## src/rtl/uart_mmio_ctrl.sv

```systemverilog
// uart_mmio_ctrl
//   Memory-mapped UART controller sitting between the CPU MEM stage and the
//   UART transmitter/receiver. Decodes the 0x8000_00xx I/O window, buffers
//   outgoing bytes in a TX FIFO and incoming bytes in an RX FIFO, and returns
//   registered load data one cycle after the load so the writeback mux can
//   treat UART reads exactly like synchronous DMEM reads.
//
//   Register map (offset = cpu_addr[4:2], cpu_addr[1:0] ignored):
//     0x00 R  {30'b0, tx_ovf, tx_not_full}
//     0x04 R  {31'b0, rx_not_empty}
//     0x08 W  push cpu_wdata[7:0] into the TX FIFO
//     0x0C R  pop RX FIFO, returns {24'b0, byte} (0 and no pop when empty)
//     0x10 RW only with UART_MMIO_STATS_EN defined:
//             R {16'b0, rx_count, tx_count}, W clears tx_ovf
//
//   Optional feature macro: UART_MMIO_STATS_EN
//
//   Ports:
//     clk, rst_n            clock, asynchronous active-low reset
//     cpu_addr/we/re/wdata  MEM-stage access (we and re together: write wins)
//     cpu_hit               combinational address decode hit
//     cpu_rdata             registered load data
//     tx_data/valid/ready   byte stream to the UART transmitter
//     rx_data/valid/ready   byte stream from the UART receiver

module uart_mmio_ctrl #(
  parameter int TX_DEPTH = 4,
  parameter int RX_DEPTH = 4
) (
  input  logic        clk,
  input  logic        rst_n,
  input  logic [31:0] cpu_addr,
  input  logic        cpu_we,
  input  logic        cpu_re,
  input  logic [31:0] cpu_wdata,
  output logic        cpu_hit,
  output logic [31:0] cpu_rdata,
  output logic [7:0]  tx_data,
  output logic        tx_valid,
  input  logic        tx_ready,
  input  logic [7:0]  rx_data,
  input  logic        rx_valid,
  output logic        rx_ready
);

  localparam int TX_AW = $clog2(TX_DEPTH);
  localparam int TX_CW = TX_AW + 1;
  localparam int RX_AW = $clog2(RX_DEPTH);
  localparam int RX_CW = RX_AW + 1;
  localparam logic [TX_CW-1:0] TX_FULL_CNT = TX_CW'(TX_DEPTH);
  localparam logic [RX_CW-1:0] RX_FULL_CNT = RX_CW'(RX_DEPTH);

  localparam logic [2:0] OFF_TX_STATUS = 3'd0;
  localparam logic [2:0] OFF_RX_STATUS = 3'd1;
  localparam logic [2:0] OFF_TX_DATA   = 3'd2;
  localparam logic [2:0] OFF_RX_DATA   = 3'd3;
  localparam logic [2:0] OFF_STATS     = 3'd4;

  logic [7:0]       tx_mem [TX_DEPTH];
  logic [TX_AW-1:0] tx_wr_ptr, tx_rd_ptr;
  logic [TX_CW-1:0] tx_count;
  logic             tx_ovf;

  logic [7:0]       rx_mem [RX_DEPTH];
  logic [RX_AW-1:0] rx_wr_ptr, rx_rd_ptr;
  logic [RX_CW-1:0] rx_count;

  logic        window_ok;
  logic [2:0]  offset;
  logic        offset_mapped;
  logic        rd_req;
  logic        tx_full, tx_empty, rx_full, rx_empty;
  logic        tx_push_req, tx_push, tx_drop, tx_pop;
  logic        rx_push, rx_pop;
  logic        stats_clear;
  logic [31:0] read_value;
  logic        unused_bits;

  assign unused_bits = ^{cpu_addr[1:0], cpu_wdata[31:8]};

  // Address decode: the I/O window is 0x8000_0000..0x8000_001F.
  assign window_ok = (cpu_addr[31:28] == 4'h8) && (cpu_addr[27:5] == '0);
  assign offset    = cpu_addr[4:2];

  always_comb begin
    offset_mapped = 1'b0;
    case (offset)
      OFF_TX_STATUS, OFF_RX_STATUS, OFF_TX_DATA, OFF_RX_DATA: offset_mapped = 1'b1;
`ifdef UART_MMIO_STATS_EN
      OFF_STATS: offset_mapped = 1'b1;
`endif
      default: offset_mapped = 1'b0;
    endcase
  end

  assign cpu_hit = window_ok && offset_mapped;

  // A simultaneous store and load is illegal; the load is simply ignored.
  assign rd_req = cpu_re && !cpu_we;

  assign tx_full  = (tx_count == TX_FULL_CNT);
  assign tx_empty = (tx_count == '0);
  assign rx_full  = (rx_count == RX_FULL_CNT);
  assign rx_empty = (rx_count == '0);

  assign tx_valid = !tx_empty;
  assign tx_data  = tx_mem[tx_rd_ptr];
  // rx_ready must be low during reset even though the count already reads 0.
  assign rx_ready = rst_n && !rx_full;

  // Full is judged before this cycle's pop, so a store to a full FIFO drops
  // even when the transmitter drains an entry on the same edge.
  assign tx_push_req = cpu_we && cpu_hit && (offset == OFF_TX_DATA);
  assign tx_push     = tx_push_req && !tx_full;
  assign tx_drop     = tx_push_req && tx_full;
  assign tx_pop      = tx_valid && tx_ready;

  assign rx_push = rx_valid && rx_ready;
  assign rx_pop  = rd_req && cpu_hit && (offset == OFF_RX_DATA) && !rx_empty;

`ifdef UART_MMIO_STATS_EN
  assign stats_clear = cpu_we && cpu_hit && (offset == OFF_STATS);
`else
  assign stats_clear = 1'b0;
`endif

  // Load data mux, sampled from pre-edge state.
  always_comb begin
    read_value = '0;
    if (cpu_hit) begin
      case (offset)
        OFF_TX_STATUS: read_value = {30'b0, tx_ovf, !tx_full};
        OFF_RX_STATUS: read_value = {31'b0, !rx_empty};
        OFF_RX_DATA:   if (!rx_empty) read_value = {24'b0, rx_mem[rx_rd_ptr]};
`ifdef UART_MMIO_STATS_EN
        OFF_STATS:     read_value = {16'b0, 8'(rx_count), 8'(tx_count)};
`endif
        default:       read_value = '0;
      endcase
    end
  end

  // FIFO storage needs no reset; the pointers and counts define validity.
  always_ff @(posedge clk) begin
    if (tx_push) tx_mem[tx_wr_ptr] <= cpu_wdata[7:0];
    if (rx_push) rx_mem[rx_wr_ptr] <= rx_data;
  end

  always_ff @(posedge clk or negedge rst_n) begin
    if (!rst_n) begin
      tx_wr_ptr <= '0;
      tx_rd_ptr <= '0;
      tx_count  <= '0;
      tx_ovf    <= 1'b0;
      rx_wr_ptr <= '0;
      rx_rd_ptr <= '0;
      rx_count  <= '0;
      cpu_rdata <= '0;
    end else begin
      if (tx_push) tx_wr_ptr <= tx_wr_ptr + 1'b1;
      if (tx_pop)  tx_rd_ptr <= tx_rd_ptr + 1'b1;
      case ({tx_push, tx_pop})
        2'b10:   tx_count <= tx_count + 1'b1;
        2'b01:   tx_count <= tx_count - 1'b1;
        default: tx_count <= tx_count;
      endcase

      // A dropped write takes priority over a stats clear.
      if (tx_drop)          tx_ovf <= 1'b1;
      else if (stats_clear) tx_ovf <= 1'b0;

      if (rx_push) rx_wr_ptr <= rx_wr_ptr + 1'b1;
      if (rx_pop)  rx_rd_ptr <= rx_rd_ptr + 1'b1;
      case ({rx_push, rx_pop})
        2'b10:   rx_count <= rx_count + 1'b1;
        2'b01:   rx_count <= rx_count - 1'b1;
        default: rx_count <= rx_count;
      endcase

      if (rd_req) cpu_rdata <= read_value;
    end
  end

endmodule

```

## config.mk

```make
export PLATFORM = sky130hd
export DESIGN_NAME = uart_mmio_ctrl
export DESIGN_NICKNAME = d
export VERILOG_FILES = /design/src/rtl/uart_mmio_ctrl.sv
export SDC_FILE = /design/constraint.sdc
export NUM_CORES = 1
export LEC_CHECK = 0
export ABC_AREA = 1
export CAP_MARGIN = 15
export CORE_ASPECT_RATIO = 1.25
export CORE_MARGIN = 1
export CORE_UTILIZATION = 51
export DETAILED_ROUTE_END_ITERATION = 10
export GPL_TIMING_DRIVEN = 0
export PLACE_DENSITY = 0.85
export SYNTH_ARGS = -nofsm -noshare
export SYNTH_HDL_FRONTEND = slang
export SYNTH_SLANG_ARGS = --single-unit
```

## constraint.sdc

```tcl
create_clock -name clk -period 4.1 [get_ports clk]
set_clock_uncertainty 0.05 [all_clocks]
set_input_delay 0.41 -clock clk [delete_from_list [all_inputs] [get_ports clk]]
set_output_delay 0.41 -clock clk [all_outputs]
set_load 0.01 [all_outputs]
```

==> results of run 1 <==
worst paths after layout:
check / startpoint / to / slack (ns) / cells past startpoint
hold / removal: rst_n / rx_wr_ptr[0]$_DFFE_PN0P_ / 0.29 / 1
max in group asynchronous: rst_n / tx_count[0]$_DFFE_PN0P_ / 3.28 / 2
hold reg to reg: tx_ovf$_DFFE_PN0P_ / tx_ovf$_DFFE_PN0P_ / 0.41 / 2
min in group clk: tx_ovf$_DFFE_PN0P_ / tx_ovf$_DFFE_PN0P_ / 0.41 / 2
setup reg to reg: rx_count[0]$_DFFE_PN0P_ / rx_count[2]$_DFFE_PN0P_ / 1.85 / 10
setup / recovery: tx_rd_ptr[0]$_DFFE_PN0P_ / tx_data[6] / 1.42 / 5
critical path: cells and delay by family (launching register included):
family / cells / cell delay [ns]
flip-flops: 1 / 0.34
buffers and inverters: 3 / 1.19
AO/OA/AOI/OAI: 2 / 0.33
final cells by class:
cell class	instances	area (µm²)
inverters	45	168.9
fillers	575	2522
plain buffers	34	236.5
clock buffers	9	123.9
clock inverters	7	102.6
repair buffers	71	728.2
well taps	95	118.9
multi-input cells	257	1294
flip-flops and latches	87	2497
through the flow:
step / util / hold slack, ns / worst slack, ns / area [µm²]
2_1_floorplan: - / 0.06441 / 1.997 / 4197
3_3_place_gp: 0.6437 / 0.3854 / 0.8332 / 5016
3_5_place_dp: 0.6437 / 0.3934 / 0.8176 / 5016
4_1_cts: 0.6728 / 0.4136 / 0.9899 / 5243
5_1_grt: 0.6763 / 0.3022 / 1.315 / 5270
6_report: 0.6763 / 0.2877 / 1.417 / 5270
registers in the layout (all words and copies together), names as in the netlist:
name	count
rx_mem	32
tx_mem	32
cpu_rdata	8
rx_count	3
tx_count	3
rx_rd_ptr	2
rx_wr_ptr	2
tx_rd_ptr	2
tx_wr_ptr	2
tx_ovf	1
Yosys cell counts (2+ instances only):
cell,instances,share of area
nand3b_1,2,0.0037
buf_4,25,0.046
a21oi_1,5,0.0061
inv_1,44,0.040
nand3_1,12,0.015
xor2_1,4,0.0085
o21ai_0,32,0.039
xnor2_1,2,0.0043
nand2_1,50,0.046
nand2_2,2,0.0030
nand4_1,10,0.015
nor2_1,78,0.071
ha_1,10,0.030
o22ai_1,14,0.021
fa_1,2,0.0097
edfxtp_1,64,0.47
dfrtp_1,23,0.14
buf_2,6,0.0073
o21bai_1,2,0.0037
routing by layer:
layer  global-route usage  vias to the layer above  wire length [µm]  part of all wire
li1                     -                     1495                 -                 -
met1               0.2153                     1356              3089              0.38
met2               0.3617                      116              4312              0.53
met3              0.03482                       29               408             0.050
met4               0.1255                        0               336             0.041
met5                    0                        -                 0                 0
power by group through the flow:
stage | Combinational [mW] | Clock (mW) | Sequential [mW]
final | 0.674 | 0.666 | 1.07
after global placement | 0.637 | 0 | 1.08
after floorplan | 0.386 | 0 | 1.08
after detailed placement | 0.665 | 0 | 1.09
after global routing | 0.745 | 0.710 | 1.07
after CTS | 0.670 | 0.673 | 1.07
cell families after synthesis:
kind of cell    after synthesis  share of synthesized area
simple gates                161                     0.1683
flops                        87                     0.6076
xor+xnor                      6                    0.01279
fa+ha+maj                    12                    0.04018
compound gates               54                    0.07153
buf+inv                      79                    0.09863
other cells                   1                  0.0009124
==> run summary, run 1 <==
status = finished clean
final net count = 595
CTS Sinks = 87
register area share after synthesis = 0.6076
CTS Root Cell = clkbuf_8
Via density = 4.952
diode count = 0
most frequent cells in the layout = 78 x nor2_1, 70 x clkdlybuf4s50_1, 64 x edfxtp_1, 50 x nand2_1, 44 x inv_1
power per cell area = 456.4 nW/µm²
Worst setup SP type = flop
Final TNS setup = 0 ns
sw frac = 0.3002
largest net degree at the start of global routing = 25
non-filler cells, final = 605
DP Cell Count = 588
Yosys warning count = 0
GPL Wtd Cong = 0.8873
# IOs = 121
DR DRC count = 0
Max stage delay cell, worst path = clkdlybuf4s50_1
Most used DFF post-synth = edfxtp_1
Pint = 1.683 mW
Gate power share = 0.280
vias in the first global route = 2940
Slowest Stage Delay on Critical Path = 0.55 ns
synthesized area = 4110 µm²
Mapped Cells = 400
fraction of registers with async set/reset = 0.2644
fin crit period = 2.683 ns
core area = 7792 µm²
Worst slew margin = 0.4646
sequential power share = 0.443
post-DP HPWL = 5881 µm
Area growth, synth to finish = 28.22%
standard-cell rows = 36
final setup vio count = 0
Die W = 82.30 µm
initial core utilization = 0.5275
layout cells sized above 1 = 0.1098
DR iter-0 viols = 177
RSZ-0062 raised after global routing = false
vias = 2996
Leakage = 2.184 nW
Detail Route Antenna Nets = 0
H-tree Lvls = 3
worst-skew pair later-pin latency = 0.35 ns
CP Data Arrival Time = 2.22 ns
Final Hold Fails = 0
final period utilization = 0.6545
Slew Viols, Final = 0
Syn Area/Cell = 10.28 µm²
TritonCTS Buffers = 9
maxcap violations = 0
DRT Pass-1 Iters = 6
Post-synth EDFFs = 64
crit path cell chain = buf_2 > clkbuf_1 > o21ai_0 > o22ai_1 > clkdlybuf4s50_1
IO Port Bufs = 70
Max Fclk = 372.7 MHz
GRT Resource Usage Total = 0.2015
Worst Hold Class = in2async
Worst Setup Path Type = reg2out
Clock power frac = 0.277
Overflow after GRT = 0
Reg clk slew, reported paths = 0.09 ns
CTS Buffer Depth = 2
WL per Instance = 13.46 µm
die height = 102.4 µm
Die ar. = 8425 µm²
Least-Margin Pin Slew = 0.8002 ns
Power Total = 2.405 mW
CTS tree = yes
worst-path fanout max = 10
Yosys reg bits = 87
Netlist cell types = 32
switching power = 0.7221 mW
post-CTS sizing = 0
Critical Path RT = 3.64 ns
Total Wirelength = 8146 µm
number of setup buffers added after CTS = 0
hold buffer count at CTS = 0
first-pass GRT wire length = 12570 µm
initial antenna violation count = 0
Critical Path End Type = output port
Max VDD drop = 0.0003504 V
commonest non-fill, non-tap cell in the layout = nor2_1
Note: power is estimated with default switching activity, not from simulation.
==> inputs of run 2 (changes only) <==
- CORE_UTILIZATION: 51 -> 43
- PLACE_DENSITY: 0.85 -> 0.77
- clock period: 4.1 -> 2.3 ns (I/O delays scaled with it)
==> run summary, run 2 (same netlist as run 1, synthesis figures left out) <==
initial antenna violation count = 0 (unchanged)
GPL Wtd Cong = 0.9043 (was 0.8873)
Slowest Stage Delay on Critical Path = 0.43 ns (was 0.55 ns)
# fillers = 734 (was 575)
worst hold margin = 0.4032 ns (was 0.2877 ns)
DR iter-0 viols = 165 (was 177)
crit path buf inv count = 2 (was 3)
maxcap violations = 0 (unchanged)
Worst slew margin = 0.4785 (was 0.4646)
largest net degree at the start of global routing = 24 (was 25)
Die W = 89.45 µm (was 82.30 µm)
Power Total = 4.612 mW (was 2.405 mW)
DRT Pass-1 Iters = 5 (was 6)
Via density = 4.778 (was 4.952)
final net count = 597 (was 595)
Max VDD drop = 0.0006403 V (was 0.0003504 V)
Max stage delay cell, worst path = clkdlybuf4s50_1 (unchanged)
layout cells sized above 1 = 0.1367 (was 0.1098)
CTS tree = yes (unchanged)
CP delay by family, top = simple AND/OR/NAND/NOR gates (was buffers and inverters)
Final Hold Fails = 0 (unchanged)
Worst setup SP type = input pin (was flop)
RSZ-0062 raised after global routing = true (was false)
Max Fclk = 458.2 MHz
core area = 9223 µm² (was 7792 µm²)
worst-path fanout max = 3 (was 10)
TritonCTS Buffers = 9 (unchanged)
H-tree Lvls = 3 (unchanged)
vias in the first global route = 2916 (was 2940)
CP Data Arrival Time = 2.35 ns (was 2.22 ns)
Die ar. = 9956 µm² (was 8425 µm²)
commonest non-fill, non-tap cell in the layout = nor2_1 (unchanged)
CTS Root Cell = clkbuf_16 (was clkbuf_8)
crit path cell chain = clkdlybuf4s50_1 > nor2_1 > nand2_1 > nor2_2 > nand2_2 > nor4_4 > ha_2 > inv_1 > fa_2 > a21oi_2 > o21ai_1 > xor2_1 (was buf_2 > clkbuf_1 > o21ai_0 > o22ai_1 > clkdlybuf4s50_1)
standard-cell rows = 39 (was 36)
Detail Route Antenna Nets = 0 (unchanged)
post-DP HPWL = 5983 µm (was 5881 µm)
Critical Path End Type = flop (was output port)
Leakage = 2.328 nW (was 2.184 nW)
Worst Setup Path Type = in2reg (was reg2out)
Worst Hold Class = reg2reg (was in2async)
IO Port Bufs = 70 (unchanged)
Critical Path RT = 2.47 ns (was 3.64 ns)
final setup vio count = 0 (unchanged)
CTS Sinks = 87 (unchanged)
GRT Resource Usage Total = 0.1749 (was 0.2015)
CTS Buffer Depth = 2 (unchanged)
Place WS = -0.8565 ns (was 0.8176 ns)
Overflow after GRT = 0 (unchanged)
power per cell area = 842.3 nW/µm² (was 456.4 nW/µm²)
WL per Instance = 13.42 µm (was 13.46 µm)
DP Cell Count = 616 (was 588)
vias = 3034 (was 2996)
Least-Margin Pin Slew = 0.7793 ns (was 0.8002 ns)
diode count = 0 (unchanged)
status = finished clean (unchanged)
final period utilization = 0.9490
most frequent cells in the layout = 76 x nor2_1, 64 x edfxtp_1, 60 x clkdlybuf4s50_1, 50 x nand2_1, 42 x inv_1 (was 78 x nor2_1, 70 x clkdlybuf4s50_1, 64 x edfxtp_1, 50 x nand2_1, 44 x inv_1)
non-filler cells, final = 635 (was 605)
initial core utilization = 0.4457 (was 0.5275)
first-pass GRT wire length = 12990 µm (was 12570 µm)
Total Wirelength = 8522 µm (was 8146 µm)
final worst-path setup slack = 0.1174 ns (was 1.417 ns)
final core occ = 0.5937 (was 0.6763)
# IOs = 121 (unchanged)
DR DRC count = 0 (unchanged)
Reg clk slew, reported paths = 0.06 ns (was 0.09 ns)
fin crit period = 2.183 ns
die height = 111.3 µm (was 102.4 µm)
Slew Viols, Final = 0 (unchanged)
Area growth, synth to finish = 33.21% (was 28.22%)
worst-skew pair later-pin latency = 0.34 ns (was 0.35 ns)
top flop regs = rx_mem x32, tx_mem x32, cpu_rdata x8 (unchanged)
run 2: changes by cell type in the layout (fill, tap and decap cells not counted), moves of 4 or more:
| cell | previous run | this run |
|---|---|---|
| buf_4 | 25 | 29 |
| clkbuf_16 | 0 | 9 |
| clkbuf_8 | 9 | 0 |
| clkdlybuf4s50_1 | 70 | 60 |
| dlymetal6s2s_1 | 0 | 8 |
run 2: final cells by class:
cell class	instances	area, µm²	share of cell area
sequential	87	2497	0.4561
multi-input combinational	257	1346	0.2459
timing repair buffer	74	760.7	0.1389
buffer	33	241.5	0.04410
clock buffer	9	225.2	0.04113
inverter	45	172.7	0.03154
tap	123	153.9	0.02811
clock inverter	7	77.57	0.01417
run 2: final timing paths:
check	start	to	slack [ns]	cells past startpoint
worst min-delay path	tx_ovf$_DFFE_PN0P_	tx_ovf$_DFFE_PN0P_	0.40	2
worst max-delay path	cpu_addr[13]	rx_count[2]$_DFFE_PN0P_	0.12	12
worst max register to register	tx_count[1]$_DFFE_PN0P_	tx_count[2]$_DFFE_PN0P_	0.15	9
max in group asynchronous	rst_n	rx_count[2]$_DFFE_PN0P_	1.37	3
min in group asynchronous	rst_n	cpu_rdata[7]$_DFFE_PN0P_	0.41	2
worst min register to register	tx_ovf$_DFFE_PN0P_	tx_ovf$_DFFE_PN0P_	0.40	2
run 2: worst min-delay path: cells and delay by family (launching register included):
family | cells | cell delay [ns]
flops | 1 | 0.32
simple gates | 1 | 0.06
buf+inv | 1 | 0.05
run 2: timing repair:
item                       CTS  global route
hold buffers                 1             0
hold endpoints to repair    23             0
setup buffers                1             1
pin swaps                    0             4
setup endpoints to repair   45            19
cloned                       0             0
resized for setup           12            19
run 2: per-stage QoR:
stage | area (µm²) | TNS, ns
after CTS | 5395 | 0
final | 5475 | 0
after detailed placement | 5051 | -37.68
after global routing | 5475 | -0.03768
after floorplan | 4197 | 0
after global placement | 5051 | -33.17
run 2: power by group:
| part | internal [mW] | switching (mW) | total (mW) |
|---|---|---|---|
| Sequential | 1.84 | 0.101 | 1.94 |
| Combinational | 0.540 | 0.668 | 1.21 |
| Clock | 0.854 | 0.608 | 1.46 |
| Total | 3.23 | 1.38 | 4.61 |
run 2: per-layer routing:
layer / vias up / track usage / share of wire
met4: 0 / 0.08360 / 0.024
met5: - / 0 / 0
met3: 16 / 0.02681 / 0.059
met1: 1398 / 0.1910 / 0.37
met2: 120 / 0.3201 / 0.55
li1: 1500 / - / -
